## src/rtl/fu_product_accum.sv

```systemverilog
`default_nettype none
// ============================================================================
//  Module      : fu_product_accum
//  Description : Unpacks the packed gated_fu product word into 1/2/4 unsigned
//                lanes, accumulates each lane over a group of beats with
//                per-lane saturation, and presents the per-lane sums
//                downstream through a valid/ready handshake.
//  Revision    : 1.0 - initial release
// ============================================================================
module fu_product_accum #(
    parameter int ACC_W = 24
) (
    input  logic                 clk,
    input  logic                 rst,
    input  logic                 in_valid,
    output logic                 in_ready,
    input  logic [15:0]          p_in,
    input  logic [1:0]           mode_in,
    input  logic                 in_last,
    output logic                 out_valid,
    input  logic                 out_ready,
    output logic [4*ACC_W-1:0]   acc_out,
    output logic [1:0]           out_mode,
    output logic [3:0]           sat,
    output logic                 err_mode
);

    localparam logic [1:0] c_MODE_8X8 = 2'b00;
    localparam logic [1:0] c_MODE_4X4 = 2'b01;
    localparam logic [1:0] c_MODE_2X2 = 2'b10;
    localparam logic [1:0] c_MODE_RSV = 2'b11;

    typedef enum logic [1:0] {
        S_IDLE  = 2'd0,
        S_ACCUM = 2'd1,
        S_DONE  = 2'd2
    } state_t;

    state_t             r_state;
    state_t             w_state_nxt;

    logic [1:0]         r_mode;
    logic [ACC_W-1:0]   r_acc [4];
    logic [3:0]         r_sat;
    logic               r_err;

    logic               w_xfer;
    logic [1:0]         w_mode_sel;
    logic [15:0]        w_lane [4];
    logic [ACC_W:0]     w_sum  [4];

    // The first beat of a group is decoded with the incoming mode; later
    // beats use the mode latched at the start of the group.
    assign w_mode_sel = (r_state == S_IDLE) ? mode_in : r_mode;

    // Split the packed product into unsigned lanes; reserved mode yields zeros.
    always_comb begin
        for (int i = 0; i < 4; i++) begin
            w_lane[i] = 16'd0;
        end
        case (w_mode_sel)
            c_MODE_8X8: begin
                w_lane[0] = p_in;
            end
            c_MODE_4X4: begin
                w_lane[0] = {8'd0, p_in[7:0]};
                w_lane[1] = {8'd0, p_in[15:8]};
            end
            c_MODE_2X2: begin
                for (int i = 0; i < 4; i++) begin
                    w_lane[i] = {12'd0, p_in[4*i +: 4]};
                end
            end
            default: begin
            end
        endcase
    end

    // One extra bit per lane captures the carry that signals overflow.
    always_comb begin
        for (int i = 0; i < 4; i++) begin
            w_sum[i] = {1'b0, r_acc[i]} + (ACC_W+1)'(w_lane[i]);
        end
    end

    // State register.
    always_ff @(posedge clk) begin
        if (rst) begin
            r_state <= S_IDLE;
        end else begin
            r_state <= w_state_nxt;
        end
    end

    // Next-state and handshake outputs.
    always_comb begin
        w_state_nxt = r_state;
        in_ready    = 1'b0;
        out_valid   = 1'b0;
        w_xfer      = 1'b0;
        case (r_state)
            S_IDLE, S_ACCUM: begin
                in_ready = 1'b1;
                w_xfer   = in_valid;
                if (in_valid) begin
                    w_state_nxt = in_last ? S_DONE : S_ACCUM;
                end
            end
            S_DONE: begin
                out_valid = 1'b1;
                if (out_ready) begin
                    w_state_nxt = S_IDLE;
                end
            end
            default: begin
                w_state_nxt = S_IDLE;
            end
        endcase
    end

    // Accumulator datapath: load on the first beat, saturating add afterwards,
    // clear once the result has been handed off.
    always_ff @(posedge clk) begin
        if (rst) begin
            r_mode <= 2'b00;
            r_sat  <= 4'b0000;
            r_err  <= 1'b0;
            for (int i = 0; i < 4; i++) begin
                r_acc[i] <= '0;
            end
        end else begin
            case (r_state)
                S_IDLE: begin
                    if (w_xfer) begin
                        r_mode <= mode_in;
                        r_sat  <= 4'b0000;
                        if (mode_in == c_MODE_RSV) begin
                            r_err <= 1'b1;
                        end
                        for (int i = 0; i < 4; i++) begin
                            r_acc[i] <= ACC_W'(w_lane[i]);
                        end
                    end
                end
                S_ACCUM: begin
                    if (w_xfer) begin
                        for (int i = 0; i < 4; i++) begin
                            if (r_sat[i] || w_sum[i][ACC_W]) begin
                                r_acc[i] <= '1;
                                r_sat[i] <= 1'b1;
                            end else begin
                                r_acc[i] <= w_sum[i][ACC_W-1:0];
                            end
                        end
                    end
                end
                S_DONE: begin
                    if (out_ready) begin
                        r_sat <= 4'b0000;
                        for (int i = 0; i < 4; i++) begin
                            r_acc[i] <= '0;
                        end
                    end
                end
                default: begin
                end
            endcase
        end
    end

    // Result fields read zero unless a completed group is being presented.
    always_comb begin
        acc_out  = '0;
        out_mode = 2'b00;
        sat      = 4'b0000;
        if (out_valid) begin
            out_mode = r_mode;
            sat      = r_sat;
            for (int i = 0; i < 4; i++) begin
                acc_out[i*ACC_W +: ACC_W] = r_acc[i];
            end
        end
    end

    assign err_mode = r_err;

endmodule
`default_nettype wire

```

## config.mk

```make
export PLATFORM = sky130hd
export DESIGN_NAME = fu_product_accum
export DESIGN_NICKNAME = d
export VERILOG_FILES = /design/src/rtl/fu_product_accum.sv
export SDC_FILE = /design/constraint.sdc
export NUM_CORES = 1
export LEC_CHECK = 0
export CAP_MARGIN = 20
export CORE_MARGIN = 2
export CORE_UTILIZATION = 40
export DETAILED_ROUTE_END_ITERATION = 7
export PLACE_DENSITY = 0.63
export SYNTH_ARGS = -nofsm -noshare
export SYNTH_HDL_FRONTEND = slang
export SYNTH_SLANG_ARGS = --single-unit
export TNS_END_PERCENT = 20
```

## constraint.sdc

```tcl
create_clock -name clk -period 3.7 [get_ports clk]
set_input_delay 0.925 -clock clk [delete_from_list [all_inputs] [get_ports clk]]
set_output_delay 0.925 -clock clk [all_outputs]
set_load 0.05 [all_outputs]
```

==> results by group, run 1 <==
CTS
  – Reg clk slew, reported paths: 70 ps
  – Clock sink total: 105
  – CTS root buf: clkbuf_16
  – CTS buffer count: 9
  – CTS HTree Levels: 3
  – Clock latency on the worst-skew pair: 350 ps
  – CTS tree: built
  – Clock Tree Buf Depth: 2

Synth
  – Synth Area per Inst: roughly 8.9 sq um
  – Dominant cells by area after synthesis: edfxtp_1 (28%), and3_1 (9.3%), dfxtp_1 (8.4%), ha_1 (5.8%), a21oi_1 (5.6%)
  – Post-synth EDFFs: roughly 70
  – Synth Net Count: 948
  – Mapped Cells: 885
  – Post-synth top flop: edfxtp_1
  – Sequential area share after synthesis: 0.360
  – Synth area leader: edfxtp_1
  – Top cell type's share of synthesized area: 0.276
  – Synth cell types: 79
  – YS warnings: 0
  – Cell Area, Synth: around 7800 sq um
  – Ys async rst share: 0
  – Flops & latches, synth: 105

Final layout
  – Area growth syn-to-layout: 34.4%
  – Layout cells sized above 1: 0.252
  – Fin util: 0.544
  – # diodes: 0
  – Final nets: 1160

Power and ir drop
  – Total power: 0.00323 W
  – PwrDens: 307 nW/um^2
  – P_leak: around 4.6 nW
  – VDD IR max: about 0.23 mV

Critical path
  – Delay of the slowest cell on the worst path: around 370 ps
  – Critical Path Source Type: input pin
  – Worst reg2reg path startpoint: r_state[1]
  – Worst Setup SP: mode_in[0]
  – Slowest cell on the critical path: fa_2
  – CP dominant cell by count: ha_4
  – Reg2reg path depth: 18
  – CP arrival: 3850 ps
  – Reg2reg end: r_acc[0][6]
  – Crit-path cells: buf_2 -> mux2i_4 -> inv_2 -> ha_4 -> nor2_4 -> a21oi_2 -> and2_4 -> ha_4 -> fa_2 -> a211oi_2 -> o21a_1 -> o21bai_4 -> a211oi_4 -> o21a_2 -> buf_4 -> nand2_1 -> a31oi_1
  – Crit path capture: r_acc[0][6]
  – Crit Path Max Fanout: 4
  – Crit end category: register
  – Critical path required time: 3980 ps
  – Reg2reg setup slack: approximately 170 ps
  – Setup CP Type: in -> reg

Die
  – Number of top-level pins: 128
  – Die Wd: 144 um
  – FP Rows: 51
  – Initial Util: 0.405
  – Die height: 144 um
  – Core area: around 19000 sq um
  – Die area: 20700 sq um

Routing
  – Drt total wl: 23200 um
  – Vias per cell: roughly 5.4
  – Iteration-0 DRC Markers: 469
  – Vias: 7426
  – Drt pass-1 iters: 5
  – Antenna Nets Post-Route: 0
  – Residual DRC: 0
  – Detailed-route wire length per cell: 17.0 um

Timing
  – Final period utilization: 0.965
  – Rel. slew slack: 0.335
  – Final number of setup-violating endpoints: 0
  – Setup Total Neg Slack: 0 ps
  – Post-route minimum period: 3570 ps
  – Final Skew: 9.45 ps
  – Tightest Pin Transition: 996 ps
  – Fmax: around 280 MHz
  – Count of pins over their slew limit: 0
  – Hold Fails Final Rpt: 0

Place
  – HPWL after detailed placement: 17000 um
  – Port bufs: 127
  – Routability cong.: 0.925

Global route
  – Largest net degree at the start of global routing: 100
  – Vias in the first global route: 7032
  – Global route overflow: 0
  – Total GRT Usage: 0.223
  – First-pass GRT wire length: 36600 um
  – Initial antenna violation count: 0

Status
  – Status: complete, no violations

Hold path
  – Worst Hold Class: reg -> reg
  – Worst hold start: r_mode[1]

Run
  – Max-cap violations: 0
[power by group]
part,total [W],internal [W],leakage (nW),switching [W]
registers,0.00140,0.00133,1.06,0.0000736
clock network,0.00105,0.000595,0.142,0.000456
logic,0.000778,0.000345,3.40,0.000433
[per-layer routing]
| layer | wire (um) | vias to the layer above | global-route usage |
|---|---|---|---|
| li1 | - | 3672 | - |
| met1 | 10500 | 3538 | 0.300 |
| met2 | 11400 | 190 | 0.380 |
| met3 | 989 | 26 | 0.0273 |
| met4 | 354 | 0 | 0.0593 |
| met5 | 0 | - | 0 |
[critical path, delay by kind of cell]
family	cells	cell delay [ps]
AOI/OAI and AO/OA	7	1380
adders and majority gates	3	710
buffers and inverters	3	360
muxes	1	170
and+or+nand+nor	3	310
[per-stage QoR]
step | cells | hold slack (ps) | setup WS [ps] | instance area, sq um
final | 1367 | 478 | 128 | 10500
after detailed placement | 1344 | 467 | -722 | 10000
after global routing | 1367 | 500 | -0.155 | 10500
after floorplan | 885 | 443 | -5.29 | 7900
after CTS | 1363 | 479 | 4.59 | 10400
after global placement | 1344 | 469 | -664 | 10000
[cells in the mapped netlist (12+ instances only)]
master	number
o21ai_0	21
a21oi_1	88
xnor2_1	42
nand3_1	16
inv_1	29
nand4_1	12
dfxtp_1	33
xor2_1	37
clkbuf_1	40
edfxtp_1	72
a31oi_1	14
and3_1	116
a22oi_1	21
ha_1	36
and2_1	32
nor2_1	55
nand2_1	57
o21ai_1	12
nor3_1	20
[cell usage in the layout (no fill, tap or decap), types with 5 or more instances in the layout]
cell / count
dfxtp_1: 32
xnor2_1: 42
inv_1: 26
and3_1: 116
a21o_1: 9
and2_1: 29
buf_4: 190
o21ai_1: 13
clkdlybuf4s50_1: 54
a22oi_1: 19
nand2_1: 56
a31oi_1: 14
a211oi_1: 5
nor2_1: 51
ha_1: 30
buf_6: 5
nand4_1: 12
ha_4: 5
nor3_1: 20
nor2_2: 5
nand3_1: 16
a21oi_1: 86
nor2b_1: 8
o21bai_1: 7
o21a_1: 6
clkbuf_16: 9
edfxtp_1: 72
o21ai_0: 19
xor2_1: 37
[how the worst min path moves through the flow]
| stage | endpoint | slack (ps) | cells after the start |
|---|---|---|---|
| finish | r_mode[1] | 480 | 2 |
| global route | r_mode[1] | 500 | 2 |
| CTS | r_mode[1] | 480 | 2 |
| detailed placement | r_mode[1] | 470 | 2 |
| global placement | r_mode[1] | 470 | 2 |
| floorplan | r_mode[1] | 440 | 2 |
[cell type report]
cell class / count / area (sq um)
clock buffers: 11 / 233
clock inverters: 5 / 82.6
fillers: 1794 / 8810
inverters: 30 / 113
multi-input cells: 697 / 4860
flip-flops and latches: 105 / 2820
well taps: 265 / 332
repair buffers: 254 / 2080
[flip-flops by register name, summed over array words and instances (netlist names)]
signal,cells
r_sat,4
r_state,2
r_acc,96
r_mode,2
err_mode,1
[what timing repair did]
action,CTS,global route
setup buffers,3,3
gates resized for setup,20,20
hold buffers,0,0
setup endpoints to repair,101,86
cloned,0,1
pin swaps,8,14
[logic make-up after synthesis]
logic type | count (synthesis) | share of synthesized area
AND/OR/NAND/NOR | 347 | 0.243
flip-flops | 105 | 0.360
AO/OA/AOI/OAI | 227 | 0.191
multiplexers | 4 | 0.00543
buffers and inverters | 83 | 0.0438
XOR/XNOR | 79 | 0.0883
adder cells (fa/ha/maj) | 40 | 0.0677
Power figures use the tool's default switching activity.
==> inputs of run 2 (changes only) <==
Settings changed: ABC_AREA set to 1, PLACE_DENSITY 0.63 to 0.62.
==> run 2 against run 1 <==
Count of clock-buffer cells in the layout is 2 lower. Die area is 11% higher. Utilization is 0.87 points higher. Total power is 2.6% higher. Critical path type is now reg -> out. Largest power group unchanged. Highest routed layer unchanged.
==> results by group, run 2 <==
Status
  – Status: complete, no violations

Synth
  – Compound-Gate Fraction of Synth Area: 0.129 (-0.0620)
  – Ys async rst share: 0 (unchanged)
  – Mux contribution to synthesized area: 0 (-0.00543)
  – Adder and majority gate portion of the synthesized area: 0.0609 (-0.00680)
  – Post-synth EDFFs: 72 (unchanged)
  – Post-synth top flop: edfxtp_1
  – XOR/XNOR Fraction of Synth Area: 0.0392 (-0.0491)
  – Synth cell types: 48 (-39%)
  – Largest family of logic cells by synthesized area: simple AND/OR/NAND/NOR gates
  – Most frequent cells after synthesis: nand2_1 (320), inv_1 (243), nor2_1 (180), nand3_1 (80)
  – Synth Net Count: 1383 (+46%)
  – Synth Area per Inst: 6.60 sq um (-25%)
  – Post-Synth Simple-Gate Area: 0.319 (+0.0756)
  – Flops & latches, synth: 105 (unchanged)
  – Dominant cells by area after synthesis: edfxtp_1 (25%), nand2_1 (14%), inv_1 (10%), nor2_1 (7.8%), dfxtp_1 (7.6%)
  – Top cell type's share of synthesized area: 0.248 (-0.0277)
  – Synth area leader: edfxtp_1
  – Count leader, synth: nand2_1
  – Mapped Cells: 1320 (+49%)
  – Sequential area share after synthesis: 0.324 (-0.0362)
  – Cell Area, Synth: 8710 sq um (+11%)
  – YS warnings: 0 (unchanged)

Final layout
  – Fillers: 2142 (+19%)
  – Max reg flops: 96 (unchanged)
  – Reg area: 2820 sq um (about the same)
  – Final nets: 1644 (+42%)
  – Most flops, register: r_acc
  – Top flop regs: r_acc: 96 flops, r_sat: 4 flops
  – Design Area, Final: 11700 sq um (+11%)
  – Multi-input logic area: 4930 sq um (+1.5%)
  – Area growth syn-to-layout: 34.8%
  – Commonest cells after routing, fill and taps aside: nand2_1 (313), inv_1 (236), buf_4 (206), nor2_1 (177), nand3_1 (77)
  – Layout cells sized above 1: 0.194 (-0.0581)
  – # diodes: 0 (unchanged)
  – Most common cell after layout, fill and taps aside: nand2_1

Die
  – Initial Util: 0.410 (+0.00522)
  – Die Wd: 152 um (+5.3%)
  – Core area: 21200 sq um (+9.8%)
  – Die height: 152 um (+5.3%)
  – Number of top-level pins: 128 (unchanged)
  – Die area: 23000 sq um (+11%)
  – FP Rows: 53 (+3.9%)

Power and ir drop
  – VDD IR max: 0.203 mV (-13%)
  – P_leak: 5.63 nW (+22%)
  – PwrDens: 282 nW/um^2 (-8.0%)
  – Total power: 0.00331 W (+2.6%)

Critical path
  – Critical Path Source Type: register
  – Crit end category: primary output
  – Critical path required time: 2770 ps (-1210 ps)
  – Crit-path cells: buf_4 -> nor2_2 -> clkinv_2 -> buf_12 -> nor2_1 -> clkdlybuf4s50_1
  – Delay of the slowest cell on the worst path: 830 ps (+460 ps)
  – CP arrival: 2550 ps (-1300 ps)
  – Setup CP Type: reg -> out
  – Slowest cell on the critical path: clkdlybuf4s50_1
  – Crit Path Max Fanout: 103 (+99)

Place
  – Place WS: -617 ps (+105 ps)
  – HPWL after detailed placement: 20700 um (+22%)
  – Area after DPL: 11200 sq um (+12%)
  – Routability cong.: 0.935 (+1.1%)
  – Port bufs: 127 (unchanged)

Routing
  – Iteration-0 DRC Markers: 703 (+50%)
  – Detailed-route wire length per cell: 14.5 um (-15%)
  – Drt total wl: 27000 um (+16%)
  – Vias per cell: 4.98 (-8.3%)
  – Antenna Nets Post-Route: 0 (unchanged)
  – Vias: 9268 (+25%)
  – Drt pass-1 iters: 5 (unchanged)
  – Residual DRC: 0 (unchanged)

Timing
  – Fmax: 288 MHz (+2.8%)
  – Final worst setup slack: 227 ps (+98.7 ps)
  – Hold Fails Final Rpt: 0 (unchanged)
  – Tightest Pin Transition: 587 ps (-409 ps)
  – Rel. slew slack: 0.608 (+0.273)
  – Post-route minimum period: 3470 ps (-98.7 ps)
  – RSZ-0062 raised after global routing: false
  – Final Skew: 7.80 ps (-1.66 ps)
  – Final period utilization: 0.939 (-0.0267)
  – Count of pins over their slew limit: 0 (unchanged)
  – Final number of setup-violating endpoints: 0 (unchanged)

CTS
  – CTS tree: built
  – Clock latency on the worst-skew pair: 360 ps (about the same)
  – Hold Buf Count CTS: 0 (unchanged)
  – Clock Tree Buf Depth: 2 (unchanged)
  – CTS HTree Levels: 3 (unchanged)
  – CTS root buf: clkbuf_16
  – Clock sink total: 105 (unchanged)
  – CTS buffer count: 9 (unchanged)
  – Reg clk slew, reported paths: 70 ps (about the same)

Global route
  – Largest net degree at the start of global routing: 104 (+4.0%)
  – First-pass GRT wire length: 43200 um (+18%)
  – Total GRT Usage: 0.237 (+0.0138)
  – Global route overflow: 0 (unchanged)
  – Vias in the first global route: 8882 (+26%)
  – Initial antenna violation count: 0 (unchanged)

Run
  – Max-cap violations: 0 (unchanged)

Hold path
  – Worst Hold Class: reg -> reg
==> run 2: cell count changes in the layout (fill, tap and decap cells not counted), sizes merged, moves of 13 or more <==
cell / delta
buf: +13
and3: -116
inv: +225
a22oi: -21
xnor2: -37
nor2: +134
o21ai: +41
and2: -33
nand3: +65
nand2: +269
clkdlybuf4s50: +15
==> run 2: worst paths after layout <==
kind	start	end	slack, ps	cells past startpoint
max	r_state[0]	acc_out[76]	230	6
min	r_sat[2]	r_sat[2]	510	1
max reg2reg	r_state[0]	r_acc[2][11]	340	22
min reg2reg	r_sat[2]	r_sat[2]	510	1
==> run 2: cell type report <==
type,count,share of cell area
Clock buffer,9,0.0192
Timing Repair Buffer,283,0.201
Tap cell,275,0.0293
Inverter,254,0.0818
Sequential cell,105,0.241
Multi-Input combinational cell,928,0.420
Clock inverter,7,0.00789
==> run 2: critical path, delay by kind of cell, from the launching register on <==
kind / cells / cell delay (ps)
AND/OR/NAND/NOR: 2 / 480
buffers and inverters: 4 / 1380
flip-flops: 1 / 320
==> run 2: cells by family (layout without fill, tap and decap cells) <==
kind of cell / after synthesis / in the layout
flops: 105 / 105
fa+ha+maj: 40 / 40
compound gates: 197 / 197
buf+inv: 287 / 553
simple gates: 652 / 652
xor+xnor: 39 / 39
==> run 2: what timing repair did <==
item                                    4_1_cts  5_1_grt
pin swaps                                     5       13
gates resized for setup                      29       30
buffers inserted                              1        3
endpoints found under the setup margin       91       93
gates cloned                                  1        0
==> run 2: layer usage <==
metal | track usage | routed length [um]
met1 | 0.328 | 12500
met2 | 0.393 | 12500
met3 | 0.0249 | 1480
met4 | 0.0699 | 559
met5 | 0 | 0
==> run 2: through the flow <==
stage	util	hold WS (ps)	instances	TNS [ps]
floorplan	-	464	1320	-396
global placement	0.528	454	1840	-39950
detailed placement	0.528	457	1840	-46760
CTS	0.547	475	1858	-6.05
global route	0.553	532	1861	0
finish	0.553	507	1861	0
==> run 2: power breakdown <==
part           leakage (nW)  switching, W  total, W  internal, W
Sequential             1.07     0.0000723   0.00140      0.00133
Clock                 0.152      0.000468   0.00106     0.000595
Combinational          4.41      0.000505  0.000847     0.000342
Total                  5.63       0.00105   0.00331      0.00227
==> RTL edit, RTL diff (config.mk and constraints of run 2) <==
Set the parameter `ACC_W` to 16 (it was 24).
--- a/src/rtl/fu_product_accum.sv
+++ b/src/rtl/fu_product_accum.sv
@@ -9,5 +9,5 @@
 // ============================================================================
 module fu_product_accum #(
-    parameter int ACC_W = 24
+    parameter int ACC_W = 16
 ) (
     input  logic                 clk,
Ports: changed (resized acc_out); port bits go from 128 to 96. No check against the original RTL was run, so the function may have changed too.
==> RTL edit against run 2 <==
- via count down 28%
- synthesized area decreased by 27%
- routed wire length decreased by 29%
- design area shrank 24%
- count of clock-buffer cells in the layout grew 1
- sequential cell count fell by 32
- maximum frequency decreased by 3.4%
- clock skew shrank 0.0026 ns
- total power fell by 18%
- worst setup slack worse by 0.12 ns
- first-iteration DRC count is 35% lower
- largest cell class unchanged
- largest power group unchanged
==> RTL edit: results (changes against run 2) <==
metric;value;unit;change
status;finished, final reports clean;;
crit_arrival;2.67;ns;+0.12 ns
insertion_delay;0.34;ns;-0.02 ns
relSlewSlack;62.2;%;+1.4 points
seq_area_frac_synth;30.5;%;-1.9 points
r2r_slack;0.41;ns;+0.07 ns
drive_gt1_share;18.1;%;-1.3 points
via_count;6672;;-28%
grt_pass1_vias;6226;;-30%
endpoint;acc_out[11];;
largestRegisters;r_acc (64), r_sat (4);;
fillCellCount;1531;;-29%
ys_top_cells_by_count;nand2_1 (224), inv_1 (187), nor2_1 (121), nand3_1 (58), a21oi_1 (54);;
dp_hpwl;15100;um;-27%
place_congestion;0.874;;-6.5%
multi_input_area;3680;um^2;-25%
p_leak;4.71;nW;-16%
first_iter_violations;457;;-35%
dpl.cell_count;1364;;-26%
syn_area_per_cell;6.72;um^2;+1.9%
port_buffers;95;;-25%
clock_skew;0.00523;ns;-0.00256 ns
startpoint;r_state[1];;
synth_nets;1009;;-27%
routed_wl;19100;um;-29%
ys_types;45;;-6.3%
cp_max_fo;24;;-77%
irDropWorstVdd;206;uV;+1.7%
grt_use_total;22.9;%;-0.78 points
hold_path_depth;2;;+1
placed_area;8450;um^2;-25%
synth_edf_count;48;;-33%
grt_pass1_wl;30300;um;-30%
## RTL edit: per-stage QoR
stage	setup WS, ns	hold WS [ns]
4_1_cts	0.0135	0.502
6_report	0.105	0.498
3_5_place_dp	-0.563	0.489
2_1_floorplan	0.0454	0.451
5_1_grt	-0.0230	0.524
3_3_place_gp	-0.506	0.479
## RTL edit: logic make-up (layout without fill, tap and decap cells)
kind of cell | Yosys count | in the layout | synth area share, %
DFF | 73 | 73 | 30.5
and+or+nand+nor | 454 | 454 | 31.3
buffers and inverters | 214 | 437 | 13.1
xor gates and xnor gates | 29 | 29 | 4.00
adders and majority gates | 40 | 40 | 8.34
AOI/OAI and AO/OA | 136 | 136 | 12.7
## RTL edit: how the worst min path moves through the flow
stage / startpoint / end / slack [ns]
finish: r_sat[0] / r_sat[0] / 0.50
global placement: err_mode / err_mode / 0.48
global route: err_mode / err_mode / 0.52
CTS: r_sat[0] / r_sat[0] / 0.50
detailed placement: err_mode / err_mode / 0.49
floorplan: r_sat[0] / r_sat[0] / 0.45
## RTL edit: repair_timing
action	4_1_cts	5_1_grt
hold buffers	0	0
gates resized for setup	5	54
gates cloned	0	1
setup endpoints to repair	43	68
pin swaps	1	8
setup buffers	0	4
## RTL edit: area by class of cell
class,count,area share (%)
timing repair buffer,227,22.5
inverter,194,8.16
multi-input combinational,659,41.1
clock buffer,10,2.56
tap,216,3.02
clock inverter,6,1.03
sequential,73,21.7
## RTL edit: power breakdown
group / internal (mW) / leakage [nW] / switching (mW)
sequential: 0.929 / 0.718 / 0.0495
combinational: 0.331 / 3.85 / 0.456
clock: 0.593 / 0.149 / 0.359
total: 1.85 / 4.71 / 0.864
## RTL edit: worst max-delay path: cells and delay by family (launching register included)
family | cells | cell delay [ns]
buf+inv | 5 | 1.59
simple gates | 2 | 0.40
flops | 1 | 0.33
## RTL edit: layer usage
layer  wire, um  GRT usage, %  share of wire, %
met2       9210          39.5                48
met3        848          1.97               4.4
met5          0             0                 0
met1       8490          29.3                44
met4        556          10.2               2.9
